$ cat src/rtl/arduino_tone_receiver.sv
// Far-end receiver for the 3-bit note link: synchronise, deglitch, decode the
// note code and drive a square-wave tone on a buzzer pin.
module arduino_tone_receiver #(
    parameter int unsigned STABLE_CYCLES = 4,
    parameter int unsigned DIV_SHIFT     = 0
) (
    input  logic       clock,
    input  logic       reset,
    input  logic [2:0] note_code,
    input  logic       enable,
    output logic [6:0] note_onehot,
    output logic       note_valid,
    output logic       playing,
    output logic       tone
);

    localparam int unsigned CW = 8;
    localparam int unsigned PW = 17;
    localparam logic [CW-1:0] COUNT_MAX = CW'(STABLE_CYCLES - 1);

    typedef enum logic {IDLE, PLAY} state_t;

    state_t          state;
    logic [2:0]      sync1, sync2, candidate, accepted;
    logic [CW-1:0]   count;
    logic [PW-1:0]   phase;

    logic [2:0]      candidate_next, accepted_next;
    logic [CW-1:0]   count_next;
    logic [PW-1:0]   half;

    // Half-period in clock cycles for a note code, scaled and clamped to >= 2.
    function automatic logic [PW-1:0] half_of(input logic [2:0] code);
        logic [PW-1:0] raw;
        logic [PW-1:0] scaled;
        case (code)
            3'd1:    raw = PW'(95556);
            3'd2:    raw = PW'(85131);
            3'd3:    raw = PW'(75843);
            3'd4:    raw = PW'(71586);
            3'd5:    raw = PW'(63776);
            3'd6:    raw = PW'(56818);
            3'd7:    raw = PW'(50619);
            default: raw = PW'(2);
        endcase
        scaled = raw >> DIV_SHIFT;
        if (scaled < PW'(2)) scaled = PW'(2);
        return scaled;
    endfunction

    function automatic logic [6:0] onehot_of(input logic [2:0] code);
        logic [6:0] oh;
        for (int i = 0; i < 7; i++) oh[i] = (code == 3'(i + 1));
        return oh;
    endfunction

    assign half = half_of(accepted);

    // Stability filter; acceptance lands on the edge the counter reaches its limit.
    always_comb begin
        candidate_next = candidate;
        count_next     = count;
        accepted_next  = accepted;
        if (sync2 != candidate) begin
            candidate_next = sync2;
            count_next     = '0;
        end else if (count != COUNT_MAX) begin
            count_next = count + CW'(1);
        end
        if (sync2 == candidate && count_next == COUNT_MAX && candidate != accepted)
            accepted_next = candidate;
    end

    always_ff @(posedge clock or posedge reset) begin
        if (reset) begin
            sync1       <= '0;
            sync2       <= '0;
            candidate   <= '0;
            count       <= '0;
            accepted    <= '0;
            state       <= IDLE;
            phase       <= '0;
            note_onehot <= '0;
            note_valid  <= 1'b0;
            playing     <= 1'b0;
            tone        <= 1'b0;
        end else begin
            sync1       <= note_code;
            sync2       <= sync1;
            candidate   <= candidate_next;
            count       <= count_next;
            accepted    <= accepted_next;
            note_onehot <= onehot_of(accepted_next);
            note_valid  <= (accepted_next != accepted) && (accepted_next != 3'd0);

            case (state)
                IDLE: begin
                    tone  <= 1'b0;
                    phase <= '0;
                    if (accepted_next != 3'd0 && enable) begin
                        state   <= PLAY;
                        playing <= 1'b1;
                    end else begin
                        playing <= 1'b0;
                    end
                end
                PLAY: begin
                    // Mute or silence wins over any simultaneous note change.
                    if (accepted_next == 3'd0 || !enable) begin
                        state   <= IDLE;
                        playing <= 1'b0;
                        tone    <= 1'b0;
                        phase   <= '0;
                    end else if (accepted_next != accepted) begin
                        phase <= '0;
                        tone  <= 1'b0;
                    end else if (phase == half - PW'(1)) begin
                        phase <= '0;
                        tone  <= ~tone;
                    end else begin
                        phase <= phase + PW'(1);
                    end
                end
                default: begin
                    state   <= IDLE;
                    playing <= 1'b0;
                    tone    <= 1'b0;
                    phase   <= '0;
                end
            endcase
        end
    end

endmodule

$ cat config.mk
export PLATFORM = sky130hd
export DESIGN_NAME = arduino_tone_receiver
export DESIGN_NICKNAME = d
export VERILOG_FILES = /design/src/rtl/arduino_tone_receiver.sv
export SDC_FILE = /design/constraint.sdc
export NUM_CORES = 1
export LEC_CHECK = 0
export BUFFER_PORTS_ARGS = -buffer_cell sky130_fd_sc_hd__buf_2
export CAP_MARGIN = 25
export CORE_UTILIZATION = 50
export DETAILED_ROUTE_END_ITERATION = 8
export GPL_ROUTABILITY_DRIVEN = 0
export GPL_TIMING_DRIVEN = 0
export PLACE_DENSITY = 0.67
export SLEW_MARGIN = 40
export SYNTH_ARGS = -nofsm -noshare
export SYNTH_HDL_FRONTEND = slang
export SYNTH_SLANG_ARGS = --single-unit
$ cat constraint.sdc
create_clock -name clock -period 2.96 [get_ports clock]
set_clock_uncertainty 0.05 [all_clocks]
set_input_delay 0.296 -clock clock [delete_from_list [all_inputs] [get_ports clock]]
set_output_delay 0.296 -clock clock [all_outputs]
set_load 0.02 [all_outputs]
=== Word-level counts from Yosys, hierarchy flattened ===
Index checks and enable logic that the tools add are counted.

* Register bits: 48
* Input port bits: 6
* Word-level logic and storage cells: 66

* Add/subtract/negate cells: 3
* Magnitude comparators: 1
* Equal/unequal tests: 23
* Mux-type cells: 18
* Bitwise gates (word level): 2
* Reduce and logical (&&, ||, !) cells: 8

{| class="wikitable"
|+ Operator list
! operator !! number
|-
| 17-bit case mux with 7 select lines || 1
|-
| 17-bit two-way mux || 4
|-
| 17-bit case mux with 2 select lines || 1
|-
| 3-bit == test, second input constant || 8
|-
| 17-bit by 1-bit adder with 17-bit output, second input constant || 1
|-
| 17-bit == test || 1
|-
| 17-bit by 2-bit less-than comparator with 1-bit output, second input constant || 1
|-
| 17-bit by 1-bit subtractor with 17-bit output, second input constant || 1
|-
| 8-bit two-way mux || 2
|-
| 3-bit by 2-bit == test with 1-bit output, second input constant || 4
|-
| 3-bit inequality test || 3
|-
| 8-bit by 1-bit adder with 8-bit output, second input constant || 1
|-
| 8-bit by 2-bit == test with 1-bit output, second input constant || 1
|-
| 8-bit by 2-bit inequality test with 1-bit output, second input constant || 1
|-
| 3-bit by 1-bit == test with 1-bit output, second input constant || 2
|-
| 1-bit two-way mux || 6
|-
| 1-bit case mux with 2 select lines || 3
|-
| 1-bit logical AND || 4
|-
| 4-bit by 1-bit inequality test with 1-bit output, second input constant || 1
|-
| 3-bit == test || 1
|-
| 3-bit logical NOT || 1
|-
| 3-bit two-way mux || 1
|-
| 3-bit nonzero test || 1
|-
| 2-bit by 1-bit inequality test with 1-bit output, second input constant || 1
|-
| 3 further kinds || 4
|}

=== Longest topological paths before layout ===
* Word-level depth: 11
* Mapped depth: 10

=== Worst setup path after synthesis ===
Ideal clock, no wire load.

* Path kind: register to register
* From: reg accepted[2]
* To: reg phase[7]
* Library setup time: 0.134 ns
* Data arrival time: 2.481 ns
* Data required time: 2.776 ns
* Path slack: 0.295 ns
* Stages on the path, launching flop included: 11
* Buffers on the path: 2
* Cells stage by stage: dfrtp_1 > buf_6 > or3b_1 > ha_1 > xnor2_1 > a31o_1 > a2111oi_0 > nand4_1 > nor3_2 > buf_6 > nor3_1

* Word-level cells in the longest chain between the ends: 10
* Elaborated cells between the ends (all ways): 22
* Those cells by class: add/sub: 1; order compare: 1; eq/ne: 10; mux: 7; reduce/logical: 3

{| class="wikitable"
|+ RTL lines
! element !! line !! RTL
|-
| start, declared || 24 || <nowiki>logic [2:0] sync1, sync2, candidate, accepted;</nowiki>
|-
| start signal, assigned || 92 || <nowiki>accepted <= accepted_next;</nowiki>
|-
| 3-bit == test, or another cell as far along || 36 || <nowiki>case (code)</nowiki>
|-
| 17-bit case mux with 7 select lines || 36 ||
|-
| 17-bit by 2-bit less-than comparator with 1-bit output || 47 || <nowiki>if (scaled < PW'(2)) scaled = PW'(2);</nowiki>
|-
| 17-bit two-way mux || 47 ||
|-
| 17-bit by 1-bit subtractor with 17-bit output || 117 || <nowiki>end else if (phase == half - PW'(1)) begin</nowiki>
|-
| 17-bit == test || 117 ||
|-
| 17-bit two-way mux || 117 ||
|-
| 17-bit two-way mux || 114 || <nowiki>end else if (accepted_next != accepted) begin</nowiki>
|-
| 17-bit two-way mux (*) || 109 || <nowiki>if (accepted_next == 3'd0 || !enable) begin</nowiki>
|-
| 17-bit case mux with 2 select lines (*) || 96 || <nowiki>case (state)</nowiki>
|-
| end signal, assigned || 121 || <nowiki>phase <= phase + PW'(1);</nowiki>
|-
| end, declared || 26 || <nowiki>logic [PW-1:0] phase;</nowiki>
|}

Mark *: on every way between the ends. The rest lies on a longest branch, timed or not.
A chain may end at the register's enable or synchronous reset.

=== Worst setup path in the final report ===
* From: reg accepted[2]
* To: reg phase[16]

The elaborated chain is that of the path after synthesis.

==> results.json <==
{
  "cp.buffers_inverters": 3,
  "drive_gt1_frac": 0.147,
  "synth.distinct_cells": 59,
  "drt_iter0_markers": 211,
  "period_minus_slack_ns": 2.88,
  "synth_seq_cells": 48,
  "wire_per_inst_um": 15.6,
  "fin_nets": 342,
  "clk_pin_slew_ns": 0.09,
  "post-route-drc-count": 0,
  "place.port_buffers": 15,
  "drtAntennaViolNets": 0,
  "cts.root.buffer_cell": "clkbuf_8",
  "place_inst": 395,
  "place_area_mm2": 0.00308,
  "cp_common_cell": "buf_4",
  "n_antenna_cell": 0,
  "pin_count": 16,
  "vias_per_cell": 5.85,
  "start_util": 0.523,
  "hold_depth": 1,
  "cts_tree": "done",
  "stdcell_count": 406,
  "grt_max_degree": 27,
  "crit_slowest_cell": "dfrtp_1",
  "num-fill-cells": 516,
  "dp_hpwl_mm": 4.47,
  "yosysTopAreaCell": "dfrtp_1",
  "clockBufferDepth": 2,
  "cts_sinks": 48,
  "crit_family": "simple AND/OR/NAND/NOR gates",
  "setup_viol_count_final": 0,
  "synth_edf_count": 0,
  "syn2layout_area_growth_pct": 11.5,
  "leakage_nw": 1.36,
  "cts_buffers": 5,
  "grtUsageTotal": 0.226,
  "hold_viol_final": 0,
  "die_width_um": 78.1,
  "syn_nets": 316,
  "core_area_mm2": 0.00554,
  "crit_path_end_kind": "flip-flop",
  "arrival_ns": 3.01,
  "htreeDepth": 2,
  "max_stage_delay_ns": 0.38,
  "routed_wl_mm": 6.32,
  "syn_area_mm2": 0.00290,
  "clock_latency_ns": 0.31,
  "worstMarginPinSlew_ns": 0.771,
  "relSlewSlack": 0.481,
  "vdd_ir_drop_max_mv": 0.334,
  "grt_pass1_wl_mm": 10.8,
  "synth_top_area_frac": 0.415,
  "intPower_mw": 1.32,
  "comb_power_share": 0.412,
  "syn_avg_cell_area_um2": 9.43,
  "dieArea_mm2": 0.00610,
  "grt_pass1_vias": 2207,
  "p_per_area_mw_per_mm2": 652,
  "drv_cap": 0,
  "power_switching_mw": 0.783,
  "fin_ws_ns": 0.0844,
  "crit_chain": "buf_6, or3b_1, ha_1, xnor2_1, a31o_1, a2111oi_0, nand4_1, buf_4, nor3_4, buf_4, nor3_1",
  "async_flop_share": 1.00,
  "worstSetupPathType": "flip-flop to flip-flop",
  "fin_crit_sh": 0.972,
  "status": "finished clean",
  "design_area_mm2": 0.00323,
  "critical_path.startpoint_type": "flip-flop",
  "drv_slew": 0,
  "clock.fmax_mhz": 348,
  "synthTopCellsByArea": "dfrtp_1 (41%), xor2_1 (5.7%), xnor2_1 (4.5%), nor3_1 (4.1%), nand3_1 (3.5%)",
  "rows": 27,
  "yosysWarnings": 0,
  "p_sw_frac": 0.372,
  "synth_seq_area_share": 0.415,
  "required_ns": 3.10,
  "die-height_um": 78.1,
  "vias": 2376,
  "synthFlopType": "dfrtp_1",
  "netlist_instances": 307,
  "clkPwrFrac": 0.233,
  "cp.depth": 11,
  "antenna_found_initial": 0,
  "rr_worst_depth": 11,
  "dpl_worst_slack_ns": -0.0700,
  "rsz0062_at_grt": "no",
  "globalRouteOverflowTotal": 0,
  "drt-pass1-iter-count": 5,
  "cp_max_fo": 7,
  "power_frac_seq": 0.355,
  "hold_path.class": "primary input to flip-flop"
}
## per-layer routing
metal / global-route usage / routed length, um / up-vias
met1: 0.345 / 3180 / 1135
met5: 0 / 0 / -
li1: - / - / 1155
met2: 0.325 / 2680 / 81
met4: 0.0648 / 66 / 0
met3: 0.0384 / 396 / 5
## final timing paths
path / startpoint / end / slack [ns]
min in group asynchronous: reset / sync1[2] / 0.44
setup / recovery: accepted[2] / phase[16] / 0.08
setup reg to reg: accepted[2] / phase[16] / 0.08
hold reg to reg: sync1[2] / sync2[2] / 0.30
hold / removal: note_code[1] / sync1[1] / 0.03
max in group asynchronous: reset / phase[15] / 1.99
## repair_timing
action	CTS	global route
hold buffers	1	0
pin swaps	0	2
setup buffers	0	2
endpoints found under the hold margin	22	0
gates resized for setup	1	0
setup endpoints to repair	10	11
## synth_stat cells, drive strengths merged, types with 2 or more instances
library cell,instances
nor4b,3
o31ai,3
mux2,3
nand2,13
o21ai,11
xnor2,15
clkbuf,14
and3,8
nor3,25
nor4,5
a2111oi,2
and2,2
nand3b,4
nand4,6
or3b,2
a31o,2
buf,13
nand3,20
dfrtp,48
o221ai,2
nor3b,4
inv,7
or4,2
nand2b,5
a311oi,2
o32a,2
o22ai,3
ha,3
xor2,19
or3,2
a21oi,10
nor2b,3
mux2i,4
a211oi,3
nor2,20
## logic make-up (layout without fill, tap and decap cells)
family,after synthesis,after routing,share of synthesized area
compound gates,53,53,0.129
xor+xnor,34,34,0.103
fa+ha+maj,3,3,0.0130
buf+inv,35,62,0.0691
flops,48,48,0.415
mux,7,7,0.0298
simple gates,127,127,0.241
## layout make-up
type                            count  area [um2]  area share
Buffer                             27         170      0.0527
Clock buffer                        5        68.8      0.0213
Clock inverter                      3        46.3      0.0143
Inverter                            8        32.5      0.0101
Multi-Input combinational cell    224        1500       0.465
Sequential cell                    48        1200       0.372
Tap cell                           72        90.1      0.0279
Timing Repair Buffer               19         120      0.0372
## layout by cell type, fill, tap and decap left out, drive strengths merged, types with 4 or more instances in the layout
cell type	n
nand2	13
nand3	20
buf	31
nand2b	5
nor3b	4
mux2i	4
a21oi	10
dfrtp	48
nor2	20
and3	8
xor2	19
xnor2	15
clkbuf	19
o21ai	11
nor3	25
nor4	5
nand4	6
nand3b	4
inv	8
## power by group through the flow
stage / logic (mW) / registers, mW / clock network, mW
floorplan: 0.617 / 0.790 / 0
global placement: 0.830 / 0.761 / 0
detailed placement: 0.836 / 0.762 / 0
CTS: 0.850 / 0.748 / 0.505
global route: 0.949 / 0.755 / 0.525
finish: 0.867 / 0.749 / 0.490
## registers in the layout, summed over array words and instances, names as in the netlist, 3 cells and up
register     cells
phase           17
sync2            3
note_onehot      7
candidate        3
accepted         3
count            8
sync1            3
## stage by stage
step	hold slack (ns)	TNS (ns)	util	total power, mW
floorplan	0.277	0	-	1.41
CTS	0.0278	0	0.580	2.10
global route	0.0222	0	0.583	2.23
finish	0.0333	0	0.583	2.11
global placement	0.282	-0.526	0.552	1.59
detailed placement	0.226	-0.576	0.556	1.60
## worst register-to-register path, cell delays in order (launching register included)
cell	delay, ns
dfrtp_1	0.38
buf_6	0.13
or3b_1	0.37
ha_1	0.30
xnor2_1	0.13
a31o_1	0.19
a2111oi_0	0.38
nand4_1	0.14
buf_4	0.19
nor3_4	0.25
buf_4	0.19
nor3_1	0.06
No activity file was read; power rests on OpenSTA's default activity.
